**config.mk**
```make
export PLATFORM = sky130hd
export DESIGN_NAME = press_pulser
export DESIGN_NICKNAME = d
export VERILOG_FILES = /design/src/rtl/press_pulser.sv
export SDC_FILE = /design/constraint.sdc
export NUM_CORES = 1
export LEC_CHECK = 0
export ABC_CLOCK_PERIOD_IN_PS = 2610
export BUFFER_PORTS_ARGS = -buffer_cell sky130_fd_sc_hd__buf_4
export CAP_MARGIN = 40
export CORE_MARGIN = 2
export CORE_UTILIZATION = 35
export CTS_CLUSTER_DIAMETER = 30
export DETAILED_ROUTE_END_ITERATION = 16
export GPL_TIMING_DRIVEN = 0
export SYNTH_ARGS = -nofsm -noshare
export SYNTH_HDL_FRONTEND = slang
export SYNTH_SLANG_ARGS = --single-unit
```
**constraint.sdc**
```tcl
create_clock -name clock -period 2.61 [get_ports clock]
set_input_delay 0.522 -clock clock [delete_from_list [all_inputs] [get_ports clock]]
set_output_delay 0.522 -clock clock [all_outputs]
set_load 0.02 [all_outputs]
```
**src/rtl/press_pulser.sv**
```systemverilog
`default_nettype none
// ----------------------------------------------------------------------------
// press_pulser : synchronised, debounced up/down button strobes with repeat
// Revision 1.0
// ----------------------------------------------------------------------------
module press_pulser #(
   parameter int DebounceCycles = 16,
   parameter int RepeatDelay    = 64,
   parameter int RepeatRate     = 16
) (
   input  logic clock,
   input  logic reset,
   input  logic button_up,
   input  logic button_dn,
   output logic countu,
   output logic countd
);

   typedef enum logic [1:0] {
      ST_IDLE   = 2'd0,
      ST_HELD   = 2'd1,
      ST_REPEAT = 2'd2,
      ST_LOCK   = 2'd3
   } state_e;

   localparam logic [7:0]  c_deb_cycles = 8'(DebounceCycles);
   localparam logic [15:0] c_rep_delay  = 16'(RepeatDelay);
   localparam logic [15:0] c_rep_rate   = 16'(RepeatRate);

   logic [1:0] button;
   logic [1:0] deb;
   logic [1:0] pulse;

   assign button = {button_dn, button_up};
   assign countu = pulse[0];
   assign countd = pulse[1];

   // Channel 0 is the up button, channel 1 the down button.
   for (genvar ch = 0; ch < 2; ch++) begin : g_chan
      logic         sync1_q, sync1_d;
      logic         sync2_q, sync2_d;
      logic         deb_q, deb_d;
      logic [7:0]   dcnt_q, dcnt_d;
      logic [15:0]  rcnt_q, rcnt_d;
      logic [15:0]  rcnt_inc;
      logic         pulse_q, pulse_d;
      state_e       state_q, state_d;
      logic         other_deb;

      assign other_deb = deb[1-ch];
      assign rcnt_inc  = rcnt_q + 16'd1;
      assign deb[ch]   = deb_q;
      assign pulse[ch] = pulse_q;

      always_comb begin
         sync1_d = button[ch];
         sync2_d = sync1_q;
         deb_d   = deb_q;
         dcnt_d  = 8'd0;
         if (sync2_q != deb_q) begin
            if (dcnt_q == c_deb_cycles) begin
               deb_d = sync2_q;
            end else begin
               dcnt_d = dcnt_q + 8'd1;
            end
         end
      end

      // Own release beats lockout, which beats any repeat pulse.
      always_comb begin
         state_d = state_q;
         rcnt_d  = rcnt_q;
         pulse_d = 1'b0;
         case (state_q)
            ST_IDLE: begin
               if (deb_q) begin
                  rcnt_d = 16'd0;
                  if (other_deb) begin
                     state_d = ST_LOCK;
                  end else begin
                     state_d = ST_HELD;
                     pulse_d = 1'b1;
                  end
               end
            end
            ST_HELD: begin
               if (!deb_q) begin
                  state_d = ST_IDLE;
                  rcnt_d  = 16'd0;
               end else if (other_deb) begin
                  state_d = ST_LOCK;
                  rcnt_d  = 16'd0;
               end else if (c_rep_delay != 16'd0) begin
                  if (rcnt_inc == c_rep_delay) begin
                     state_d = ST_REPEAT;
                     rcnt_d  = 16'd0;
                     pulse_d = 1'b1;
                  end else begin
                     rcnt_d = rcnt_inc;
                  end
               end
            end
            ST_REPEAT: begin
               if (!deb_q) begin
                  state_d = ST_IDLE;
                  rcnt_d  = 16'd0;
               end else if (other_deb) begin
                  state_d = ST_LOCK;
                  rcnt_d  = 16'd0;
               end else if (rcnt_inc == c_rep_rate) begin
                  rcnt_d  = 16'd0;
                  pulse_d = 1'b1;
               end else begin
                  rcnt_d = rcnt_inc;
               end
            end
            ST_LOCK: begin
               if (!deb_q) begin
                  state_d = ST_IDLE;
               end
            end
            default: begin
               state_d = ST_IDLE;
               rcnt_d  = 16'd0;
            end
         endcase
      end

      always_ff @(posedge clock) begin
         if (reset) begin
            sync1_q <= 1'b0;
            sync2_q <= 1'b0;
            deb_q   <= 1'b0;
            dcnt_q  <= 8'd0;
            rcnt_q  <= 16'd0;
            pulse_q <= 1'b0;
            state_q <= ST_IDLE;
         end else begin
            sync1_q <= sync1_d;
            sync2_q <= sync2_d;
            deb_q   <= deb_d;
            dcnt_q  <= dcnt_d;
            rcnt_q  <= rcnt_d;
            pulse_q <= pulse_d;
            state_q <= state_d;
         end
      end
   end

endmodule
`default_nettype wire

```
==> flow_summary.html, run 1 <==
<table>
<tr><th>Metric</th><th>Value</th></tr>
<tr><th colspan="2">Detailed routing</th></tr>
<tr><td>DRC violation count after routing</td><td>0</td></tr>
<tr><td>Via/cell ratio</td><td>5.41</td></tr>
<tr><td>Pre-Repair DR Iteration Count</td><td>4</td></tr>
<tr><td>Via count</td><td>3593</td></tr>
<tr><td>Final wirelength</td><td>9.10 mm</td></tr>
<tr><td>Count of nets left with antenna violations after detail routing</td><td>0</td></tr>
<tr><td>Post-detailed-route wirelength per cell</td><td>13.7 um</td></tr>
<tr><td>Iter 0 DRT Violations</td><td>189</td></tr>
<tr><th colspan="2">GRT</th></tr>
<tr><td>Total overflow reported by the global router</td><td>0</td></tr>
<tr><td>Overall routing resource usage</td><td>15.4%</td></tr>
<tr><td>First-pass GRT wire length</td><td>15.7 mm</td></tr>
<tr><td>Pin count of the biggest net entering global routing</td><td>12</td></tr>
<tr><td>Number of antenna violations at the first check in global routing</td><td>0</td></tr>
<tr><td>Number of global-route vias before repair</td><td>3458</td></tr>
<tr><th colspan="2">Floorplan</th></tr>
<tr><td>Core area</td><td>11300 um2</td></tr>
<tr><td>Initial Util</td><td>35.5%</td></tr>
<tr><td>Standard-cell row count</td><td>39</td></tr>
<tr><td>Die outline height</td><td>111 um</td></tr>
<tr><td>Die outline width</td><td>111 um</td></tr>
<tr><td>Total die area</td><td>12300 um2</td></tr>
<tr><td>Number of I/O pins</td><td>6</td></tr>
<tr><th colspan="2">Clock tree</th></tr>
<tr><td>Worst-Skew Late Latency</td><td>0.33 ns</td></tr>
<tr><td>Number of H-tree levels</td><td>3</td></tr>
<tr><td>CTS Sinks</td><td>60</td></tr>
<tr><td>CTS root buffer</td><td>sky130_fd_sc_hd__clkbuf_16</td></tr>
<tr><td>Number of CTS-inserted buffers</td><td>9</td></tr>
<tr><td>Maximum clock insertion buffer count</td><td>2</td></tr>
<tr><td>Clock-pin slew on the worst setup and hold paths</td><td>0.06 ns</td></tr>
<tr><td>Post-cts hold buffer count</td><td>0</td></tr>
<tr><td>Clock tree from TritonCTS</td><td>done</td></tr>
<tr><th colspan="2">Yosys</th></tr>
<tr><td>Count of different cell masters after synthesis</td><td>68</td></tr>
<tr><td>Seq/Total Area, Yosys</td><td>30.0%</td></tr>
<tr><td>Mean Syn Cell Area</td><td>8.07 um2</td></tr>
<tr><td>Post-synth top area share</td><td>30.0%</td></tr>
<tr><td>Dominant register cell in the synthesized netlist</td><td>sky130_fd_sc_hd__dfxtp_1</td></tr>
<tr><td>Mapped Nets</td><td>517</td></tr>
<tr><td>Count of mapped cells out of synthesis</td><td>496</td></tr>
<tr><td>Area of the mapped netlist</td><td>4010 um2</td></tr>
<tr><td>Share of the synthesized netlist area taken by xor and xnor gates</td><td>5.47%</td></tr>
<tr><td>Cell accounting for the most synthesized area</td><td>sky130_fd_sc_hd__dfxtp_1</td></tr>
<tr><td>Largest family of logic cells by synthesized area</td><td>simple AND/OR/NAND/NOR gates</td></tr>
<tr><td>Adder and majority cell fraction of the synthesized area</td><td>5.31%</td></tr>
<tr><td>Yosys warns</td><td>0</td></tr>
<tr><td>Flip-flop and latch count after synthesis</td><td>60</td></tr>
<tr><td>Post-synthesis compound-gate area fraction</td><td>19.2%</td></tr>
<tr><td>Post-synthesis simple-gate area fraction</td><td>31.3%</td></tr>
<tr><td>Share of flip-flops with an asynchronous set or reset after synthesis</td><td>0%</td></tr>
<tr><td>Top post-synthesis cells by count</td><td>sky130_fd_sc_hd__dfxtp_1, sky130_fd_sc_hd__nand2_1, sky130_fd_sc_hd__nor2_1</td></tr>
<tr><td>Multiplexer share of the synthesized area</td><td>2.00%</td></tr>
<tr><td>EDFF count, synth</td><td>0</td></tr>
<tr><td>Cells taking the most area after synthesis</td><td>sky130_fd_sc_hd__dfxtp_1, sky130_fd_sc_hd__nand2_1, sky130_fd_sc_hd__ha_1</td></tr>
<tr><th colspan="2">STA</th></tr>
<tr><td>Setup TNS</td><td>0 ns</td></tr>
<tr><td>Final period utilization</td><td>93.5%</td></tr>
<tr><td>Number of failing setup endpoints in the final timing report</td><td>0</td></tr>
<tr><td>Final count of pins violating max slew</td><td>0</td></tr>
<tr><td>Pin slew with the least headroom to its limit</td><td>0.698 ns</td></tr>
<tr><td>Final Hold Slack</td><td>0.410 ns</td></tr>
<tr><td>Max-slew headroom</td><td>53.3%</td></tr>
<tr><td>Layout Skew</td><td>0.00597 ns</td></tr>
<tr><td>F_max</td><td>410 MHz</td></tr>
<tr><td>Final hold vios</td><td>0</td></tr>
<tr><td>Shortest period the worst path allows</td><td>2.44 ns</td></tr>
<tr><th colspan="2">Power</th></tr>
<tr><td>Internal power consumption</td><td>0.00192 W</td></tr>
<tr><td>Clock network power share</td><td>47.7%</td></tr>
<tr><td>Maximum vdd ir drop</td><td>0.000304 V</td></tr>
<tr><td>Total leakage power</td><td>1.79 nW</td></tr>
<tr><td>Net switching power figure</td><td>0.000751 W</td></tr>
<tr><td>Total power divided by cell area</td><td>573 nW/um2</td></tr>
<tr><td>Sequential share of power</td><td>35.9%</td></tr>
<tr><td>Combinational cell fraction of total power</td><td>16.3%</td></tr>
<tr><td>Sw Share</td><td>28.1%</td></tr>
<tr><th colspan="2">Placed design</th></tr>
<tr><td>Number of port buffers</td><td>4</td></tr>
<tr><td>Placed instance area</td><td>4210 um2</td></tr>
<tr><td>HPWL reported at the end of detailed placement</td><td>6.48 mm</td></tr>
<tr><td>Placer's final routability congestion estimate</td><td>0.833</td></tr>
<tr><th colspan="2">Setup path</th></tr>
<tr><td>Critical register-to-register path endpoint</td><td>g_chan[0].rcnt_q[12]</td></tr>
<tr><td>CP Capture Point</td><td>g_chan[0].rcnt_q[12]</td></tr>
<tr><td>Crit Path Max Fanout</td><td>10</td></tr>
<tr><td>Reg2reg setup slack</td><td>0.17 ns</td></tr>
<tr><td>Kind of start point of the critical path</td><td>flop</td></tr>
<tr><td>CP required</td><td>2.83 ns</td></tr>
<tr><td>Launching point of the worst reg2reg path</td><td>g_chan[0].rcnt_q[8]</td></tr>
<tr><td>Register-to-Register Path Depth</td><td>8</td></tr>
<tr><td>Worst path cell trace</td><td>nand2_1 -&gt; nor3_4 -&gt; mux2i_2 -&gt; a41oi_1 -&gt; o31a_1 -&gt; buf_2 -&gt; o2111ai_1 -&gt; nand3_1</td></tr>
<tr><td>Critical path capture point type</td><td>flop</td></tr>
<tr><td>Worst setup path startpoint</td><td>g_chan[0].rcnt_q[8]</td></tr>
<tr><td>WP data arrival</td><td>2.66 ns</td></tr>
<tr><td>WS Path Type</td><td>reg -&gt; reg</td></tr>
<tr><td>Worst stage delay on the critical path</td><td>0.42 ns</td></tr>
<tr><td>Cell with the largest stage delay on the worst path</td><td>sky130_fd_sc_hd__dfxtp_1</td></tr>
<tr><th colspan="2">Cells and area</th></tr>
<tr><td>Area of all placed cells without fillers</td><td>4660 um2</td></tr>
<tr><td>Ratio of cells with drive above 1 in the final layout</td><td>17.3%</td></tr>
<tr><td>Antenna diode count</td><td>0</td></tr>
<tr><td>Util after Layout</td><td>41.3%</td></tr>
<tr><td>Final Net Count</td><td>537</td></tr>
<tr><td>Syn-to-layout area delta</td><td>16.3%</td></tr>
<tr><th colspan="2">Status</th></tr>
<tr><td>Run status</td><td>finished clean</td></tr>
<tr><th colspan="2">Flow run</th></tr>
<tr><td># Max-Cap Violations</td><td>0</td></tr>
<tr><th colspan="2">Worst hold path</th></tr>
<tr><td>Tightest Hold Check Type</td><td>in -&gt; reg</td></tr>
</table>
## kinds of logic (layout without fill, tap and decap cells)
logic type	count (synthesis)	count (layout)
and+or+nand+nor	231	231
AOI/OAI and AO/OA	102	102
DFF	60	60
buffers and inverters	53	78
xor gates and xnor gates	25	25
adders and majority gates	17	17
muxes	8	8
## routing by layer
| metal | part of all wire, % | routed length, um | track usage [%] |
|---|---|---|---|
| met5 | 0 | 0 | 0 |
| met2 | 49 | 4440 | 26.1 |
| met4 | 1.8 | 167 | 5.50 |
| met3 | 3.3 | 297 | 4.10 |
| met1 | 46 | 4200 | 18.8 |
## how the worst min path moves through the flow
stage	slack, ns	cells past startpoint	start	to
after detailed placement	0.42	1	g_chan[1].sync1_q	g_chan[1].sync2_q
after floorplan	0.41	1	g_chan[0].sync1_q	g_chan[0].sync2_q
after global routing	0.41	2	button_dn	g_chan[1].sync1_q
final	0.41	2	button_dn	g_chan[1].sync1_q
after CTS	0.41	2	button_dn	g_chan[1].sync1_q
after global placement	0.42	1	g_chan[0].sync1_q	g_chan[0].sync2_q
## final cells by class
class	count	area, um2
Sequential cell	60	1210
Clock inverter	6	88.8
Timing Repair Buffer	10	75.1
Multi-Input combinational cell	383	2620
Fill cell	1148	6610
Tap cell	143	179
Buffer	33	191
Clock buffer	10	229
Inverter	19	71.3
## power by group through the flow
| stage | clock network (W) | logic, W | registers [W] |
|---|---|---|---|
| finish | 0.00127 | 0.000436 | 0.000959 |
| detailed placement | 0 | 0.000428 | 0.000979 |
| floorplan | 0 | 0.000325 | 0.000972 |
| global route | 0.00135 | 0.000487 | 0.000963 |
| global placement | 0 | 0.000421 | 0.000977 |
| CTS | 0.00131 | 0.000430 | 0.000959 |
## registers in the layout, indices dropped and copies added (netlist names)
register / count
g_chan.sync1_q: 2
countu: 1
countd: 1
g_chan.rcnt_q: 32
g_chan.other_deb: 1
g_chan.dcnt_q: 16
g_chan.state_q: 4
g_chan.deb_q: 1
g_chan.sync2_q: 2
## critical path: cells and delay by family (launching register included)
family          cells  cell delay [ns]
compound gates      3             0.77
buf+inv             1             0.23
flops               1             0.42
mux                 1             0.27
simple gates        3             0.63
## layout by cell type, fill, tap and decap left out, types with 8 or more instances in the layout
| cell type | netlist | final |
|---|---|---|
| sky130_fd_sc_hd__nand2_1 | 60 | 60 |
| sky130_fd_sc_hd__nor3_1 | 20 | 19 |
| sky130_fd_sc_hd__nand3_1 | 24 | 24 |
| sky130_fd_sc_hd__dfxtp_1 | 60 | 56 |
| sky130_fd_sc_hd__o211ai_1 | 8 | 8 |
| sky130_fd_sc_hd__nand4_1 | 12 | 12 |
| sky130_fd_sc_hd__o21ai_1 | 10 | 9 |
| sky130_fd_sc_hd__nor2_1 | 40 | 40 |
| sky130_fd_sc_hd__o21ai_0 | 11 | 11 |
| sky130_fd_sc_hd__buf_4 | 6 | 16 |
| sky130_fd_sc_hd__clkbuf_16 | 0 | 9 |
| sky130_fd_sc_hd__a21oi_1 | 10 | 10 |
| sky130_fd_sc_hd__buf_2 | 12 | 12 |
| sky130_fd_sc_hd__xor2_1 | 15 | 15 |
| sky130_fd_sc_hd__nor2b_1 | 13 | 13 |
| sky130_fd_sc_hd__xnor2_1 | 10 | 10 |
| sky130_fd_sc_hd__o221ai_1 | 8 | 8 |
| sky130_fd_sc_hd__and3_1 | 14 | 14 |
| sky130_fd_sc_hd__ha_1 | 17 | 15 |
| sky130_fd_sc_hd__clkbuf_1 | 11 | 11 |
| sky130_fd_sc_hd__inv_1 | 19 | 19 |
## per-stage QoR
stage / power (W) / cells / setup slack (ns)
floorplan: 0.00130 / 496 / 0.250
global placement: 0.00140 / 643 / -0.0975
detailed placement: 0.00141 / 643 / -0.115
CTS: 0.00270 / 660 / 0.0177
global route: 0.00280 / 664 / -0.000713
finish: 0.00267 / 664 / 0.169
## what timing repair did
item,CTS,global route
buffers inserted,1,5
cloned,0,0
endpoints found under the setup margin,31,36
resized for setup,3,14
pin swaps,2,5
(Power assumes the default switching activity.)
==> run 2: changes to the inputs <==
Settings changed: REMOVE_ABC_BUFFERS set to 1.
==> run 2 against run 1 <==
Sequential power is essentially flat. Sequential share of layout area increased by 0.91 points. Critical path depth unchanged. Die area did not move. Utilization shrank 0.94 points. Largest power group unchanged.
==> flow_summary.html, run 2 (synthesis gave the netlist of run 1 again) <==
<table>
<tr><th>Metric</th><th>Value</th></tr>
<tr><th colspan="2">Setup path</th></tr>
<tr><td>Worst setup path startpoint</td><td>g_chan[1].rcnt_q[3] (was g_chan[0].rcnt_q[8])</td></tr>
<tr><td>Crit Path Max Fanout</td><td>9 (was 10)</td></tr>
<tr><td>Launching point of the worst reg2reg path</td><td>g_chan[1].rcnt_q[3] (was g_chan[0].rcnt_q[8])</td></tr>
<tr><td>Critical path capture point type</td><td>flop (unchanged)</td></tr>
<tr><td>Category of cells accounting for the largest share of critical-path delay</td><td>compound AO/OA/AOI/OAI gates (unchanged)</td></tr>
<tr><td>CP required</td><td>2.86 ns (was 2.83 ns)</td></tr>
<tr><td>CP bufs+invs</td><td>1 (unchanged)</td></tr>
<tr><td>Worst path cell trace</td><td>nand4_2 -&gt; nor3_4 -&gt; o211ai_1 -&gt; a2111oi_4 -&gt; buf_4 -&gt; nand2_1 -&gt; o211a_1 -&gt; a211oi_1 (was nand2_1 -&gt; nor3_4 -&gt; mux2i_2 -&gt; a41oi_1 -&gt; o31a_1 -&gt; buf_2 -&gt; o2111ai_1 -&gt; nand3_1)</td></tr>
<tr><td>Kind of start point of the critical path</td><td>flop (unchanged)</td></tr>
<tr><td>Cell with the largest stage delay on the worst path</td><td>sky130_fd_sc_hd__dfxtp_1 (unchanged)</td></tr>
<tr><td>WS Path Type</td><td>reg -&gt; reg (unchanged)</td></tr>
<tr><td>WP data arrival</td><td>2.68 ns (was 2.66 ns)</td></tr>
<tr><td>Worst stage delay on the critical path</td><td>0.55 ns (was 0.42 ns)</td></tr>
<tr><th colspan="2">Placed design</th></tr>
<tr><td>Number of port buffers</td><td>5 (was 4)</td></tr>
<tr><td>Pre-CTS WS</td><td>-0.608 ns (was -0.115 ns)</td></tr>
<tr><td>HPWL reported at the end of detailed placement</td><td>5.96 mm (was 6.48 mm)</td></tr>
<tr><td>Placer's final routability congestion estimate</td><td>0.841 (was 0.833)</td></tr>
<tr><td>Placed instance area</td><td>4070 um2 (was 4210 um2)</td></tr>
<tr><th colspan="2">Detailed routing</th></tr>
<tr><td>Iter 0 DRT Violations</td><td>270 (was 189)</td></tr>
<tr><td>Post-detailed-route wirelength per cell</td><td>13.9 um (was 13.7 um)</td></tr>
<tr><td>Via count</td><td>3500 (was 3593)</td></tr>
<tr><td>Final wirelength</td><td>8.84 mm (was 9.10 mm)</td></tr>
<tr><td>Count of nets left with antenna violations after detail routing</td><td>0 (unchanged)</td></tr>
<tr><td>Pre-Repair DR Iteration Count</td><td>4 (unchanged)</td></tr>
<tr><td>DRC violation count after routing</td><td>0 (unchanged)</td></tr>
<tr><td>Via/cell ratio</td><td>5.50 (was 5.41)</td></tr>
<tr><th colspan="2">GRT</th></tr>
<tr><td>Pin count of the biggest net entering global routing</td><td>20 (was 12)</td></tr>
<tr><td>Number of antenna violations at the first check in global routing</td><td>0 (unchanged)</td></tr>
<tr><td>Number of global-route vias before repair</td><td>3278 (was 3458)</td></tr>
<tr><td>Total overflow reported by the global router</td><td>0 (unchanged)</td></tr>
<tr><td>Overall routing resource usage</td><td>14.9% (was 15.4%)</td></tr>
<tr><td>First-pass GRT wire length</td><td>15.2 mm (was 15.7 mm)</td></tr>
<tr><th colspan="2">Cells and area</th></tr>
<tr><td>Commonest non-fill, non-tap cells in the layout</td><td>sky130_fd_sc_hd__nand2_1, sky130_fd_sc_hd__dfxtp_1, sky130_fd_sc_hd__nor2_1 (unchanged)</td></tr>
<tr><td>Final Net Count</td><td>509 (was 537)</td></tr>
<tr><td>Number of filler cells placed in the layout</td><td>1114 (was 1148)</td></tr>
<tr><td>Flip-flop count of the largest register after layout</td><td>32 (unchanged)</td></tr>
<tr><td>Ratio of cells with drive above 1 in the final layout</td><td>18.1% (was 17.3%)</td></tr>
<tr><td>Antenna diode count</td><td>0 (unchanged)</td></tr>
<tr><td>Util after Layout</td><td>40.4% (was 41.3%)</td></tr>
<tr><td>Biggest register</td><td>g_chan.rcnt_q (unchanged)</td></tr>
<tr><td>Regs by FF count</td><td>g_chan.rcnt_q x32, g_chan.dcnt_q x16, g_chan.state_q x4 (unchanged)</td></tr>
<tr><td>Most common cell after layout, fill and taps aside</td><td>sky130_fd_sc_hd__nand2_1 (unchanged)</td></tr>
<tr><td>Syn-to-layout area delta</td><td>13.7% (was 16.3%)</td></tr>
<tr><td>Area of all placed cells without fillers</td><td>4550 um2 (was 4660 um2)</td></tr>
<tr><th colspan="2">Floorplan</th></tr>
<tr><td>Die outline width</td><td>111 um (unchanged)</td></tr>
<tr><td>Initial Util</td><td>35.5% (unchanged)</td></tr>
<tr><td>Total die area</td><td>12300 um2 (unchanged)</td></tr>
<tr><td>Standard-cell row count</td><td>39 (unchanged)</td></tr>
<tr><td>Die outline height</td><td>111 um (unchanged)</td></tr>
<tr><td>Number of I/O pins</td><td>6 (unchanged)</td></tr>
<tr><td>Core area</td><td>11300 um2 (unchanged)</td></tr>
<tr><th colspan="2">Clock tree</th></tr>
<tr><td>Number of CTS-inserted buffers</td><td>9 (unchanged)</td></tr>
<tr><td>Clock-pin slew on the worst setup and hold paths</td><td>0.06 ns (about the same)</td></tr>
<tr><td>CTS root buffer</td><td>sky130_fd_sc_hd__clkbuf_16 (unchanged)</td></tr>
<tr><td>Number of H-tree levels</td><td>3 (unchanged)</td></tr>
<tr><td>Worst-Skew Late Latency</td><td>0.33 ns (about the same)</td></tr>
<tr><td>Clock tree from TritonCTS</td><td>done (unchanged)</td></tr>
<tr><td>Post-cts hold buffer count</td><td>0 (unchanged)</td></tr>
<tr><td>CTS Sinks</td><td>60 (unchanged)</td></tr>
<tr><td>Maximum clock insertion buffer count</td><td>2 (unchanged)</td></tr>
<tr><th colspan="2">Power</th></tr>
<tr><td>Internal power consumption</td><td>0.00175 W (was 0.00192 W)</td></tr>
<tr><td>Total chip power</td><td>0.00252 W (was 0.00267 W)</td></tr>
<tr><td>Total leakage power</td><td>1.69 nW (was 1.79 nW)</td></tr>
<tr><td>Maximum vdd ir drop</td><td>0.000370 V (was 0.000304 V)</td></tr>
<tr><td>Combinational cell fraction of total power</td><td>18.2% (was 16.3%)</td></tr>
<tr><td>Clock network power share</td><td>43.7% (was 47.7%)</td></tr>
<tr><td>Net switching power figure</td><td>0.000768 W (was 0.000751 W)</td></tr>
<tr><td>Sequential share of power</td><td>38.1% (was 35.9%)</td></tr>
<tr><td>Sw Share</td><td>30.5% (was 28.1%)</td></tr>
<tr><td>Total power divided by cell area</td><td>553 nW/um2 (was 573 nW/um2)</td></tr>
<tr><th colspan="2">STA</th></tr>
<tr><td>Final hold vios</td><td>0 (unchanged)</td></tr>
<tr><td>Max-slew headroom</td><td>59.2% (was 53.3%)</td></tr>
<tr><td>Number of failing setup endpoints in the final timing report</td><td>0 (unchanged)</td></tr>
<tr><td>Shortest period the worst path allows</td><td>2.43 ns (was 2.44 ns)</td></tr>
<tr><td>Layout Skew</td><td>0.00723 ns (was 0.00597 ns)</td></tr>
<tr><td>PnR worst setup slack</td><td>0.176 ns (was 0.169 ns)</td></tr>
<tr><td>F_max</td><td>411 MHz (was 410 MHz)</td></tr>
<tr><td>Final period utilization</td><td>93.3% (was 93.5%)</td></tr>
<tr><td>Final count of pins violating max slew</td><td>0 (unchanged)</td></tr>
<tr><td>Pin slew with the least headroom to its limit</td><td>0.610 ns (was 0.698 ns)</td></tr>
<tr><th colspan="2">Worst hold path</th></tr>
<tr><td>Hold path startpoint</td><td>button_up (was button_dn)</td></tr>
<tr><td>Tightest Hold Check Type</td><td>in -&gt; reg (unchanged)</td></tr>
<tr><th colspan="2">Status</th></tr>
<tr><td>Run status</td><td>finished clean (unchanged)</td></tr>
<tr><th colspan="2">Flow run</th></tr>
<tr><td># Max-Cap Violations</td><td>0 (unchanged)</td></tr>
</table>
-- run 2: cell types whose count changed in the layout (fill, tap and decap cells not counted), sizes merged --
cell / change
clkinv: +1
clkbuf: -11
inv: +2
bufinv: -2
buf: -18
-- run 2: repair_timing --
action	CTS	global route
buffers inserted	2	5
pin swaps	5	4
resized for setup	13	26
hold endpoints to repair	0	0
endpoints found under the setup margin	33	35
-- run 2: cell type report --
class                           instances  area (um2)  share of cell area (%)
Multi-Input combinational cell        383        2680                    58.8
Sequential cell                        60        1220                    26.8
Clock buffer                            9         225                    4.95
Tap cell                              143         179                    3.93
Timing Repair Buffer                   15         128                    2.80
Inverter                               19        71.3                    1.57
Clock inverter                          7        51.3                    1.13
-- run 2: worst paths after layout --
kind / to / slack, ns / depth (start not counted)
worst max-delay path: g_chan[1].state_q[1] / 0.18 / 8
worst min-delay path: g_chan[0].sync1_q / 0.40 / 2
worst max register to register: g_chan[1].state_q[1] / 0.18 / 8
worst min register to register: g_chan[0].sync2_q / 0.43 / 1
-- run 2: stage by stage --
step	std cells	hold WS, ns	TNS, ns
after floorplan	462	0.414	-9.78
after global placement	610	0.421	-28.33
after detailed placement	613	0.422	-10.71
after CTS	631	0.396	0
after global routing	636	0.408	-0.0268
final	636	0.400	0
-- run 2: power by group through the flow --
| stage | Clock, W | Sequential, W | Combinational [W] |
|---|---|---|---|
| 5_1_grt | 0.00117 | 0.000963 | 0.000502 |
| 2_1_floorplan | 0 | 0.000972 | 0.000292 |
| 4_1_cts | 0.00113 | 0.000959 | 0.000442 |
| 3_5_place_dp | 0 | 0.000979 | 0.000420 |
| 3_3_place_gp | 0 | 0.000978 | 0.000376 |
| 6_report | 0.00110 | 0.000959 | 0.000457 |
-- run 2: per-layer routing --
layer / routed length [um] / vias up / track usage (%)
met2: 4230 / 50 / 24.1
met3: 258 / 15 / 3.77
met1: 4160 / 1660 / 18.6
li1: - / 1775 / -
met5: 0 / - / 0
met4: 191 / 0 / 6.75
-- run 2: worst register-to-register path: cells and delay by family (launching register included) --
kind                   cells  cell delay [ns]
AOI/OAI and AO/OA          4             1.08
buffers and inverters      1             0.20
DFF                        1             0.55
and+or+nand+nor            3             0.53
